## src/rtl/run_decoding_pkg.sv

```systemverilog
// Shared CAVLC run-decoding definitions: widths, FSM state codes and small helpers.
package run_decoding_pkg;

  localparam int LW = 16;  // level / coefficient width
  localparam int NC = 16;  // coefficient slots per block

  localparam logic [1:0] ST_IDLE = 2'd0;
  localparam logic [1:0] ST_RUN  = 2'd1;
  localparam logic [1:0] ST_FIN  = 2'd2;

  typedef logic [NC-1:0][LW-1:0] coeff_arr_t;

  // Scan position of the first (highest-frequency) level; wraps harmlessly when tc == 0.
  function automatic logic [4:0] start_pos(input logic [4:0] tc, input logic [3:0] tz);
    return tc - 5'd1 + {1'b0, tz};
  endfunction

endpackage

```

## src/rtl/run_decoding_if.sv

```systemverilog
// Block-level handshake and data bus between level decoding, the bitstream buffer and run decoding.
interface run_decoding_if;
  import run_decoding_pkg::*;

  logic                start;
  logic [4:0]          TotalCoeff;
  logic [3:0]          total_zeros;
  logic [4:0]          maxNumCoeff;
  logic [NC*LW-1:0]    level_bus;
  logic [15:0]         BitStream_buffer_output;
  logic [3:0]          run_before_len;
  logic [NC*LW-1:0]    coeff_bus;
  logic                busy;
  logic                done;
  logic                run_error;

  modport master (
    output start, TotalCoeff, total_zeros, maxNumCoeff, level_bus, BitStream_buffer_output,
    input  run_before_len, coeff_bus, busy, done, run_error
  );

  modport slave (
    input  start, TotalCoeff, total_zeros, maxNumCoeff, level_bus, BitStream_buffer_output,
    output run_before_len, coeff_bus, busy, done, run_error
  );

endinterface

```

## src/rtl/run_decoding_run_before_lut.sv

```systemverilog
// Combinational run_before codeword decoder: (zerosLeft, next 11 bits MSB-first) -> run, length.
module run_before_lut (
  input  logic [3:0]  zeros_left_i,
  input  logic [10:0] bits_i,
  output logic [3:0]  run_o,
  output logic [3:0]  len_o,
  output logic        valid_o
);

  logic found;

  always_comb begin
    // NOTE: every output gets a default first so no branch can leave one unassigned (no latches).
    run_o   = '0;
    len_o   = '0;
    valid_o = 1'b1;
    found   = 1'b0;
    case (zeros_left_i)
      4'd0: valid_o = 1'b0;
      4'd1: begin
        len_o = 4'd1;
        run_o = bits_i[10] ? 4'd0 : 4'd1;
      end
      4'd2: begin
        if (bits_i[10]) begin
          len_o = 4'd1;
          run_o = 4'd0;
        end else begin
          len_o = 4'd2;
          run_o = bits_i[9] ? 4'd1 : 4'd2;
        end
      end
      4'd3: begin
        len_o = 4'd2;
        run_o = 4'd3 - {2'b00, bits_i[10:9]};
      end
      4'd4: begin
        if (bits_i[10] || bits_i[9]) begin
          len_o = 4'd2;
          run_o = 4'd3 - {2'b00, bits_i[10:9]};
        end else begin
          len_o = 4'd3;
          run_o = bits_i[8] ? 4'd3 : 4'd4;
        end
      end
      4'd5: begin
        if (bits_i[10]) begin
          len_o = 4'd2;
          run_o = bits_i[9] ? 4'd0 : 4'd1;
        end else begin
          len_o = 4'd3;
          run_o = 4'd5 - {2'b00, bits_i[9:8]};
        end
      end
      4'd6: begin
        if (bits_i[10:9] == 2'b11) begin
          len_o = 4'd2;
          run_o = 4'd0;
        end else begin
          len_o = 4'd3;
          case (bits_i[10:8])
            3'b000:  run_o = 4'd1;
            3'b001:  run_o = 4'd2;
            3'b011:  run_o = 4'd3;
            3'b010:  run_o = 4'd4;
            3'b101:  run_o = 4'd5;
            default: run_o = 4'd6;  // 100
          endcase
        end
      end
      default: begin
        if (bits_i[10:8] != 3'b000) begin
          len_o = 4'd3;
          run_o = 4'd7 - {1'b0, bits_i[10:8]};
        end else begin
          // Escape codes: three leading zeros plus k more, then a 1, give run 7+k.
          for (int k = 0; k < 8; k++) begin
            if (!found && bits_i[7-k]) begin
              found = 1'b1;
              run_o = 4'(k + 7);
              len_o = 4'(k + 4);
            end
          end
          valid_o = found;
        end
      end
    endcase
  end

endmodule

```

## src/rtl/run_decoding.sv

```systemverilog
// CAVLC run_before decoding: places one level per cycle into the scan-ordered coefficient array.
module run_decoding
  import run_decoding_pkg::*;
(
  input  logic          clk,
  input  logic          reset,
  run_decoding_if.slave bus
);

  logic [1:0] state_q, state_d;
  logic [4:0] i_q, i_d;
  logic [4:0] pos_q, pos_d;
  logic [3:0] zl_q, zl_d;
  logic [4:0] tc_q, tc_d;
  logic       err_q, err_d;
  coeff_arr_t coeff_q, coeff_d;
  coeff_arr_t level_arr;

  logic [3:0] lut_run, lut_len, run_eff;
  logic       lut_valid, decode_en, last_level, run_bad, over;
  logic       unused_bits;

  assign level_arr   = bus.level_bus;
  assign unused_bits = ^bus.BitStream_buffer_output[4:0];

  run_before_lut u_lut (
    .zeros_left_i (zl_q),
    .bits_i       (bus.BitStream_buffer_output[15:5]),
    .run_o        (lut_run),
    .len_o        (lut_len),
    .valid_o      (lut_valid)
  );

  // The last level's run is implicit (all remaining zeros), so it never reads bits.
  assign decode_en  = (state_q == ST_RUN) && ((i_q + 5'd1) < tc_q) && (zl_q != 4'd0);
  assign last_level = (i_q + 5'd1) == tc_q;
  assign run_bad    = !lut_valid || (lut_run > zl_q);
  assign run_eff    = run_bad ? zl_q : lut_run;
  assign over       = ({1'b0, bus.TotalCoeff} + {2'b00, bus.total_zeros}) > {1'b0, bus.maxNumCoeff};

  always_comb begin
    state_d = state_q;
    i_d     = i_q;
    pos_d   = pos_q;
    zl_d    = zl_q;
    tc_d    = tc_q;
    err_d   = err_q;
    coeff_d = coeff_q;
    case (state_q)
      ST_IDLE: begin
        if (bus.start) begin
          coeff_d = '0;
          i_d     = '0;
          zl_d    = bus.total_zeros;
          pos_d   = start_pos(bus.TotalCoeff, bus.total_zeros);
          err_d   = over;
          tc_d    = over ? 5'd0 : bus.TotalCoeff;
          state_d = (over || bus.TotalCoeff == 5'd0) ? ST_FIN : ST_RUN;
        end
      end
      ST_RUN: begin
        coeff_d[pos_q[3:0]] = level_arr[i_q[3:0]];
        i_d = i_q + 5'd1;
        if (decode_en) begin
          pos_d = pos_q - {1'b0, run_eff} - 5'd1;
          zl_d  = zl_q - run_eff;
          if (run_bad) err_d = 1'b1;
        end else begin
          pos_d = pos_q - 5'd1;
        end
        if (last_level) state_d = ST_FIN;
      end
      ST_FIN:  state_d = ST_IDLE;
      default: state_d = ST_IDLE;
    endcase
  end

  // NOTE: non-blocking assignments so every register samples the pre-edge values.
  always_ff @(posedge clk or posedge reset) begin
    if (reset) begin
      state_q <= ST_IDLE;
      i_q     <= '0;
      pos_q   <= '0;
      zl_q    <= '0;
      tc_q    <= '0;
      err_q   <= 1'b0;
      // NOTE: the coefficient file is reset too, since coeff_bus must read zero straight out of reset.
      coeff_q <= '0;
    end else begin
      state_q <= state_d;
      i_q     <= i_d;
      pos_q   <= pos_d;
      zl_q    <= zl_d;
      tc_q    <= tc_d;
      err_q   <= err_d;
      coeff_q <= coeff_d;
    end
  end

  assign bus.run_before_len = (decode_en && lut_valid) ? lut_len : 4'd0;
  assign bus.coeff_bus      = coeff_q;
  assign bus.busy           = (state_q == ST_RUN);
  assign bus.done           = (state_q == ST_FIN);
  assign bus.run_error      = err_q;

endmodule
```

## src/flat_wrapper.sv

```systemverilog
// flat-port wrapper written by rule: the top's interface ports become plain ports
module run_decoding_flat import run_decoding_pkg::*;
  (clk, reset, bus_start, bus_TotalCoeff, bus_total_zeros, bus_maxNumCoeff, bus_level_bus, bus_BitStream_buffer_output, bus_run_before_len, bus_coeff_bus, bus_busy, bus_done, bus_run_error);
  run_decoding_if bus_i ();
  input  logic clk;
  input  logic reset;
  input wire logic [$bits(bus_i.start)-1:0] bus_start;
  input wire logic [$bits(bus_i.TotalCoeff)-1:0] bus_TotalCoeff;
  input wire logic [$bits(bus_i.total_zeros)-1:0] bus_total_zeros;
  input wire logic [$bits(bus_i.maxNumCoeff)-1:0] bus_maxNumCoeff;
  input wire logic [$bits(bus_i.level_bus)-1:0] bus_level_bus;
  input wire logic [$bits(bus_i.BitStream_buffer_output)-1:0] bus_BitStream_buffer_output;
  output wire logic [$bits(bus_i.run_before_len)-1:0] bus_run_before_len;
  output wire logic [$bits(bus_i.coeff_bus)-1:0] bus_coeff_bus;
  output wire logic [$bits(bus_i.busy)-1:0] bus_busy;
  output wire logic [$bits(bus_i.done)-1:0] bus_done;
  output wire logic [$bits(bus_i.run_error)-1:0] bus_run_error;
  assign bus_i.start = bus_start;
  assign bus_i.TotalCoeff = bus_TotalCoeff;
  assign bus_i.total_zeros = bus_total_zeros;
  assign bus_i.maxNumCoeff = bus_maxNumCoeff;
  assign bus_i.level_bus = bus_level_bus;
  assign bus_i.BitStream_buffer_output = bus_BitStream_buffer_output;
  assign bus_run_before_len = bus_i.run_before_len;
  assign bus_coeff_bus = bus_i.coeff_bus;
  assign bus_busy = bus_i.busy;
  assign bus_done = bus_i.done;
  assign bus_run_error = bus_i.run_error;
  run_decoding u_core (.clk(clk), .reset(reset), .bus(bus_i));
endmodule
```

## config.mk

```make
export PLATFORM = sky130hd
export DESIGN_NAME = run_decoding_flat
export DESIGN_NICKNAME = d
export VERILOG_FILES = /design/src/rtl/run_decoding_pkg.sv /design/src/rtl/run_decoding_if.sv /design/src/rtl/run_decoding_run_before_lut.sv /design/src/rtl/run_decoding.sv /design/src/flat_wrapper.sv
export SDC_FILE = /design/constraint.sdc
export NUM_CORES = 1
export LEC_CHECK = 0
export ABC_AREA = 1
export ABC_CLOCK_PERIOD_IN_PS = 8230
export CORE_AREA = 2 2 213 215
export CTS_CLUSTER_SIZE = 8
export DETAILED_ROUTE_END_ITERATION = 7
export DIE_AREA = 0 0 215 217
export PLACE_DENSITY = 0.7
export SYNTH_ARGS = -nofsm -noshare
export SYNTH_HDL_FRONTEND = slang
export SYNTH_HIERARCHICAL = 1
export SYNTH_SLANG_ARGS = --single-unit
export TNS_END_PERCENT = 1
```

## constraint.sdc

```tcl
create_clock -name clk -period 8.23 [get_ports clk]
set_input_delay 0.823 -clock clk [delete_from_list [all_inputs] [get_ports clk]]
set_output_delay 0.823 -clock clk [all_outputs]
set_load 0.02 [all_outputs]
```

==> results of run 1 <==
[logic make-up (layout without fill, tap and decap cells)]
kind of cell,after synthesis,in the layout,synth area share (%)
AOI/OAI and AO/OA,510,510,22.1
xor gates and xnor gates,11,11,0.639
adders and majority gates,37,37,3.27
buffers and inverters,262,735,8.54
DFF,277,277,46.0
other,0,3,0
and+or+nand+nor,669,669,19.4
[layer usage]
layer	vias up	GRT usage, %	wire length, um
li1	6995	-	-
met1	7165	29.7	23600
met2	679	44.0	30100
met3	123	4.60	4120
met4	0	12.6	2900
met5	-	0	0
[layout by cell type (no fill, tap or decap), types with 40 or more instances in the layout]
master	instances
clkbuf_16	41
o21ai_2	142
o21ai_1	40
dfrtp_1	275
clkdlybuf4s50_1	546
inv_1	98
nor2_1	210
o21ai_0	231
o211ai_1	40
nand2_1	187
nand3_1	238
[worst max-delay path, cell delays in order (launching register included)]
cell,delay (ns)
dfrtp_1,0.78
clkinv_1,0.54
buf_4,0.34
nor2_1,0.14
xor2_1,0.20
ha_1,0.29
nand3_1,0.09
nand2_1,0.06
nor2_2,0.11
nand2_2,0.13
inv_2,0.12
nand2_1,0.13
nor2_1,0.15
clkdlybuf4s50_1,0.61
[per-stage QoR]
step	instances	hold slack, ns	area, um2
6_report	2842	0.475	21700
5_1_grt	2842	0.497	21700
4_1_cts	2839	0.479	21700
3_5_place_dp	2792	0.467	20600
3_3_place_gp	2792	0.465	20600
2_1_floorplan	1766	0.457	15100
[power breakdown]
group / internal [mW] / leakage, nW / switching [mW]
registers: 1.73 / 3.81 / 0.270
logic: 1.39 / 4.95 / 2.97
clock network: 0.878 / 0.519 / 0.568
[state kept, by name, summed over array words and instances (netlist names)]
name and flops:
u_core/zl_q 4, u_core/bus.run_error 1, u_core/bus.coeff_bus 256, u_core/pos_q 4, u_core/state_q 2, u_core/tc_q 5
u_core/i_q 5
[path summary, 6_finish.rpt]
check,end,slack (ns)
max in group asynchronous,u_core/i_q[0],5.80
min in group asynchronous,u_core/bus.coeff_bus[136],0.87
setup reg to reg,u_core/zl_q[2],4.34
setup / recovery,bus_run_before_len[2],3.16
hold reg to reg,u_core/bus.coeff_bus[232],0.47
hold / removal,u_core/bus.coeff_bus[232],0.47
[layout make-up]
type | count | area, um2
Fill cell | 4281 | 23000
Inverter | 128 | 492
Tap cell | 600 | 751
Antenna cell | 3 | 7.51
Clock buffer | 45 | 1040
Sequential cell | 277 | 6940
Timing Repair Buffer | 560 | 5580
Clock inverter | 2 | 17.5
Multi-Input combinational cell | 1227 | 6860
[cell usage after synthesis, drive strengths merged, types with 10 or more instances]
library cell and instances:
a21oi 11, buf 72, clkbuf 62, dfrtp 277, ha 33, inv 127, nand2 190, nand3 241
nor2 223, o211ai 40, o21ai 413, o221ai 31, xor2 10
==> out/qor.txt, run 1 <==
outcome - complete, no violations
Synth top area share - 46.0%
CTS max path bufs - 3
initial antenna violation count - 3
leak pwr - 9.28 nW
pwr/cell area - 360 nW/um2
hold_buf cts - 0
CORE AREA - 44700 um2
GRT Total Usage - 25.2%
Detailed Route WL - 60700 um
Fmax - 197 MHz
pre-CTS setup slack - 3.43 ns
drt drc - 0
Clock Skews - 0.0297 ns
Mapped Nets - 2092
crit share post-route - 61.6%
via count - 15000
Hold Path Stages - 2
FF-to-FF Start - u_core/zl_q[3]
DP Wirelength - 43700 um
CTS tree - yes
Root Buffer - clkbuf_16
leading area contributor after synthesis - dfrtp_1
async set or reset register ratio after synthesis - 100%
Final setup viols - 0
Rows - 78
cell area after synthesis - 15100 um2
Starting Density - 33.7%
synth unique cells - 42
Die W - 215 um
Setup CP Type - flip-flop to primary output
crit-path max FO - 17
Required @ worst endpoint - 7.41 ns
first-pass GRT wire length - 89700 um
Worst Setup End Kind - primary output
setup TNS - 0 ns
Worst-path clk slew - 0.05 ns
Avg Synthesized Cell Area - 8.54 um2
CTS H-Tree Depth - 2
Yosys reg bits - 277
largest net degree at the start of global routing - 156
via/cell ratio - 5.26
peak supply drop - 0.159 mV
fin crit period - 5.07 ns
Yosys Warn Count - 6
Layout Nets - 2560
RSZ-0062 raised after global routing - no
WL per Instance - 21.4 um
Final Max Tran Viols - 0
Post-Synthesis Cells - 1766
post-CTS resize count - 0
die height - 217 um
synthesis-to-layout area growth - 43.9%
Synth area leaders - dfrtp_1 46%, o21ai_2 8.2%, nand3_1 7.9%
placer congestion estimate - 0.928
post-CTS setup buffer count - 0
startpoint types - flip-flop
final hold viol count - 0
CTS buffer count - 40
Antenna Nets Post-Route - 0
crit path DAT - 4.24 ns
path depth of the worst reg2reg path - 21
number of max-cap violations - 0
Clock Latency Late Sink - 0.53 ns
Setup WS post-layout - 3.16 ns
fraction of layout cells with a size suffix above 1 - 11.3%
Min-Delay Startpoint - u_core/bus.coeff_bus[232]
initial drt markers - 1341
Remaining Overflow, GRT - 0
die area - 46700 um2
Hold Path Class - flip-flop to flip-flop
critical path startpoint - u_core/i_q[3]
IO Port Bufs - 546
fraction of the yosys area taken by sequential cells - 46.0%
top_reg_cell synth - dfrtp_1
Post-Route Utilization - 48.5%
vias in the first global route - 14700
first drt pass iteration count - 5
Pwr Total - 7.82 mW
clock sink total - 277
io pins - 552
Post-synth EDFFs - 0
Slew @ Worst Pin - 1.19 ns
Slew headroom - 20.7%
Power figures use the tool's default switching activity.
==> run 2, diff against run 1 <==
- ABC_CLOCK_PERIOD_IN_PS: 8230 -> 5200
- PLACE_DENSITY: 0.7 -> 0.68
- clock period: 8.23 -> 5.2 ns (I/O delays scaled with it)
==> out/qor.txt, run 2 (synthesis gave the netlist of run 1 again) <==
pwr/cell area - 568 nW/um2 (+58%)
most frequent cells in the layout - 546 x clkdlybuf4s50_1, 275 x dfrtp_1, 238 x nand3_1
Final Max Tran Viols - 0 (unchanged)
Detailed Route WL - 60500 um (-0.40%)
via/cell ratio - 5.25 (-0.28%)
RSZ-0062 raised after global routing - no
internal power - 6.38 mW (+59%)
placer congestion estimate - 0.932 (+0.38%)
first drt pass iteration count - 5 (unchanged)
worst-path cell chain - ha_1 -> nand2_1 -> nor2_1 -> xor2_1 -> ha_1 -> nand3_1 -> inv_1 -> o21ai_0 -> nand2_2 -> inv_2 -> nand2_1 -> nor2_1 -> clkdlybuf4s50_1
Slew @ Worst Pin - 1.19 ns (+0.00549 ns)
slowest stage cell, crit path - clkdlybuf4s50_1
fraction of power consumed by combinational cells - 55.4% (-0.5 points)
Die W - 215 um (unchanged)
fraction of layout cells with a size suffix above 1 - 11.4% (+0.089 points)
DP Wirelength - 44300 um (+1.3%)
CTS buffer count - 40 (unchanged)
initial antenna violation count - 5 (+2)
startpoint types - flip-flop
most common cell after layout, fill and taps aside - clkdlybuf4s50_1
Rows - 78 (unchanged)
Hold Path Class - input pin to asynchronous set/reset pin
final hold viol count - 0 (unchanged)
Sw Share - 48.3% (-0.43 points)
initial drt markers - 1145 (-15%)
Root Buffer - clkbuf_16
vias in the first global route - 14600 (-1.0%)
Critical Path Max Stage Delay - 0.62 ns (-0.16 ns)
die area - 46700 um2 (unchanged)
via count - 14900 (-0.21%)
number of flip-flops in the largest register - 256 (unchanged)
final instance area - 21700 um2 (+0.25%)
setup TNS - 0 ns (unchanged)
synthesis-to-layout area growth - 44.3%
crit path DAT - 3.55 ns (-0.69 ns)
first-pass GRT wire length - 88600 um (-1.2%)
WL per Instance - 21.3 um (-0.47%)
Layout Nets - 2561 (+0.039%)
CTS max path bufs - 3 (unchanged)
post-CTS setup buffer count - 0 (unchanged)
leak pwr - 9.31 nW (+0.27%)
Post-Route Utilization - 48.7% (+0.12 points)
number of max-cap violations - 0 (unchanged)
IO Port Bufs - 546 (unchanged)
Remaining Overflow, GRT - 0 (unchanged)
crit share post-route - 78.3%
Fmax - 245 MHz
Worst Setup End Kind - primary output
drt drc - 0 (unchanged)
peak supply drop - 0.276 mV (+74%)
outcome - complete, no violations
Antenna Nets Post-Route - 0 (unchanged)
Clock Skews - 0.0154 ns (-0.0144 ns)
GRT Total Usage - 24.9% (-0.27 points)
worst path bufs/invs - 3 (-1)
hold_buf cts - 0 (unchanged)
CTS tree - yes
Worst-path clk slew - 0.06 ns (about the same)
CTS H-Tree Depth - 2 (unchanged)
Starting Density - 33.7% (unchanged)
Final setup viols - 0 (unchanged)
part of the power in registers - 25.7% (about the same)
delay-heaviest family, CP - buffers and inverters
Pwr Total - 12.3 mW (+58%)
crit-path max FO - 26 (+9)
Required @ worst endpoint - 4.68 ns (-2.73 ns)
CORE AREA - 44700 um2 (unchanged)
post-CTS resize count - 0 (unchanged)
largest net degree at the start of global routing - 171 (+9.6%)
Clock Latency Late Sink - 0.53 ns (about the same)
die height - 217 um (unchanged)
io pins - 552 (unchanged)
Setup CP Type - flip-flop to primary output
clock group share of total power - 18.9% (+0.4 points)
clock sink total - 277 (unchanged)
Slew headroom - 20.4% (-0.37 points)
Sw Pwr - 5.97 mW (+57%)
area after detailed placement - 20600 um2 (about the same)
fin crit period - 4.07 ns
## run 2: cell type report
type	count	area (um2)
Fill cell	4336	23000
Sequential cell	277	6940
Multi-Input combinational cell	1227	6860
Timing Repair Buffer	561	5600
Clock buffer	45	1070
Tap cell	600	751
Inverter	128	492
Clock inverter	1	16.3
Antenna cell	5	12.5
## run 2: worst reg2reg max path: stages, from the launching register on
cell     delay (ns)
dfrtp_1        0.47
inv_1          0.13
nor3_2         0.35
nand3_1        0.14
nand3_1        0.09
nor2_1         0.04
nor2_1         0.19
ha_1           0.29
nand2_1        0.07
nand2_1        0.04
nand2_1        0.05
nand2_1        0.04
nand2_1        0.13
nand2_1        0.20
o21ai_0        0.35
inv_1          0.16
ha_1           0.30
nand3_1        0.07
nand3_1        0.08
xor2_1         0.16
inv_1          0.05
nand3_1        0.07
nand3_1        0.08
nand2_1        0.05
nand2_1        0.05
nand2_1        0.05
## run 2: layer usage
| metal | vias to the layer above | global-route usage, % | wire length, um |
|---|---|---|---|
| met3 | 126 | 4.33 | 3780 |
| met5 | - | 0 | 0 |
| met1 | 7163 | 29.6 | 23900 |
| met2 | 635 | 43.5 | 30000 |
| li1 | 7006 | - | - |
| met4 | 0 | 12.5 | 2820 |
## run 2: worst paths after layout
check,from,to,slack (ns),cells after the start
max in group asynchronous,reset,u_core/bus.coeff_bus[78],3.41,3
max reg2reg,u_core/zl_q[1],u_core/pos_q[3],1.38,25
min reg2reg,u_core/bus.coeff_bus[149],u_core/bus.coeff_bus[149],0.48,2
min in group clk,u_core/bus.coeff_bus[149],u_core/bus.coeff_bus[149],0.48,2
max,u_core/i_q[0],bus_run_before_len[0],1.13,13
min,reset,u_core/bus.coeff_bus[128],0.42,2
## run 2: through the flow
step,setup WS [ns],std cells,hold slack (ns)
floorplan,1.01,1766,0.457
global placement,0.784,2793,0.465
detailed placement,0.757,2793,0.466
CTS,1.08,2839,0.419
global route,0.840,2844,0.468
finish,1.13,2844,0.424
## run 2: power groups by stage
stage | combinational (mW) | sequential, mW | clock (mW)
after CTS | 6.90 | 3.17 | 2.38
final | 6.84 | 3.17 | 2.33
after global routing | 7.37 | 3.24 | 2.47
after global placement | 6.81 | 3.17 | 0
after detailed placement | 6.88 | 3.19 | 0
after floorplan | 3.63 | 3.72 | 0
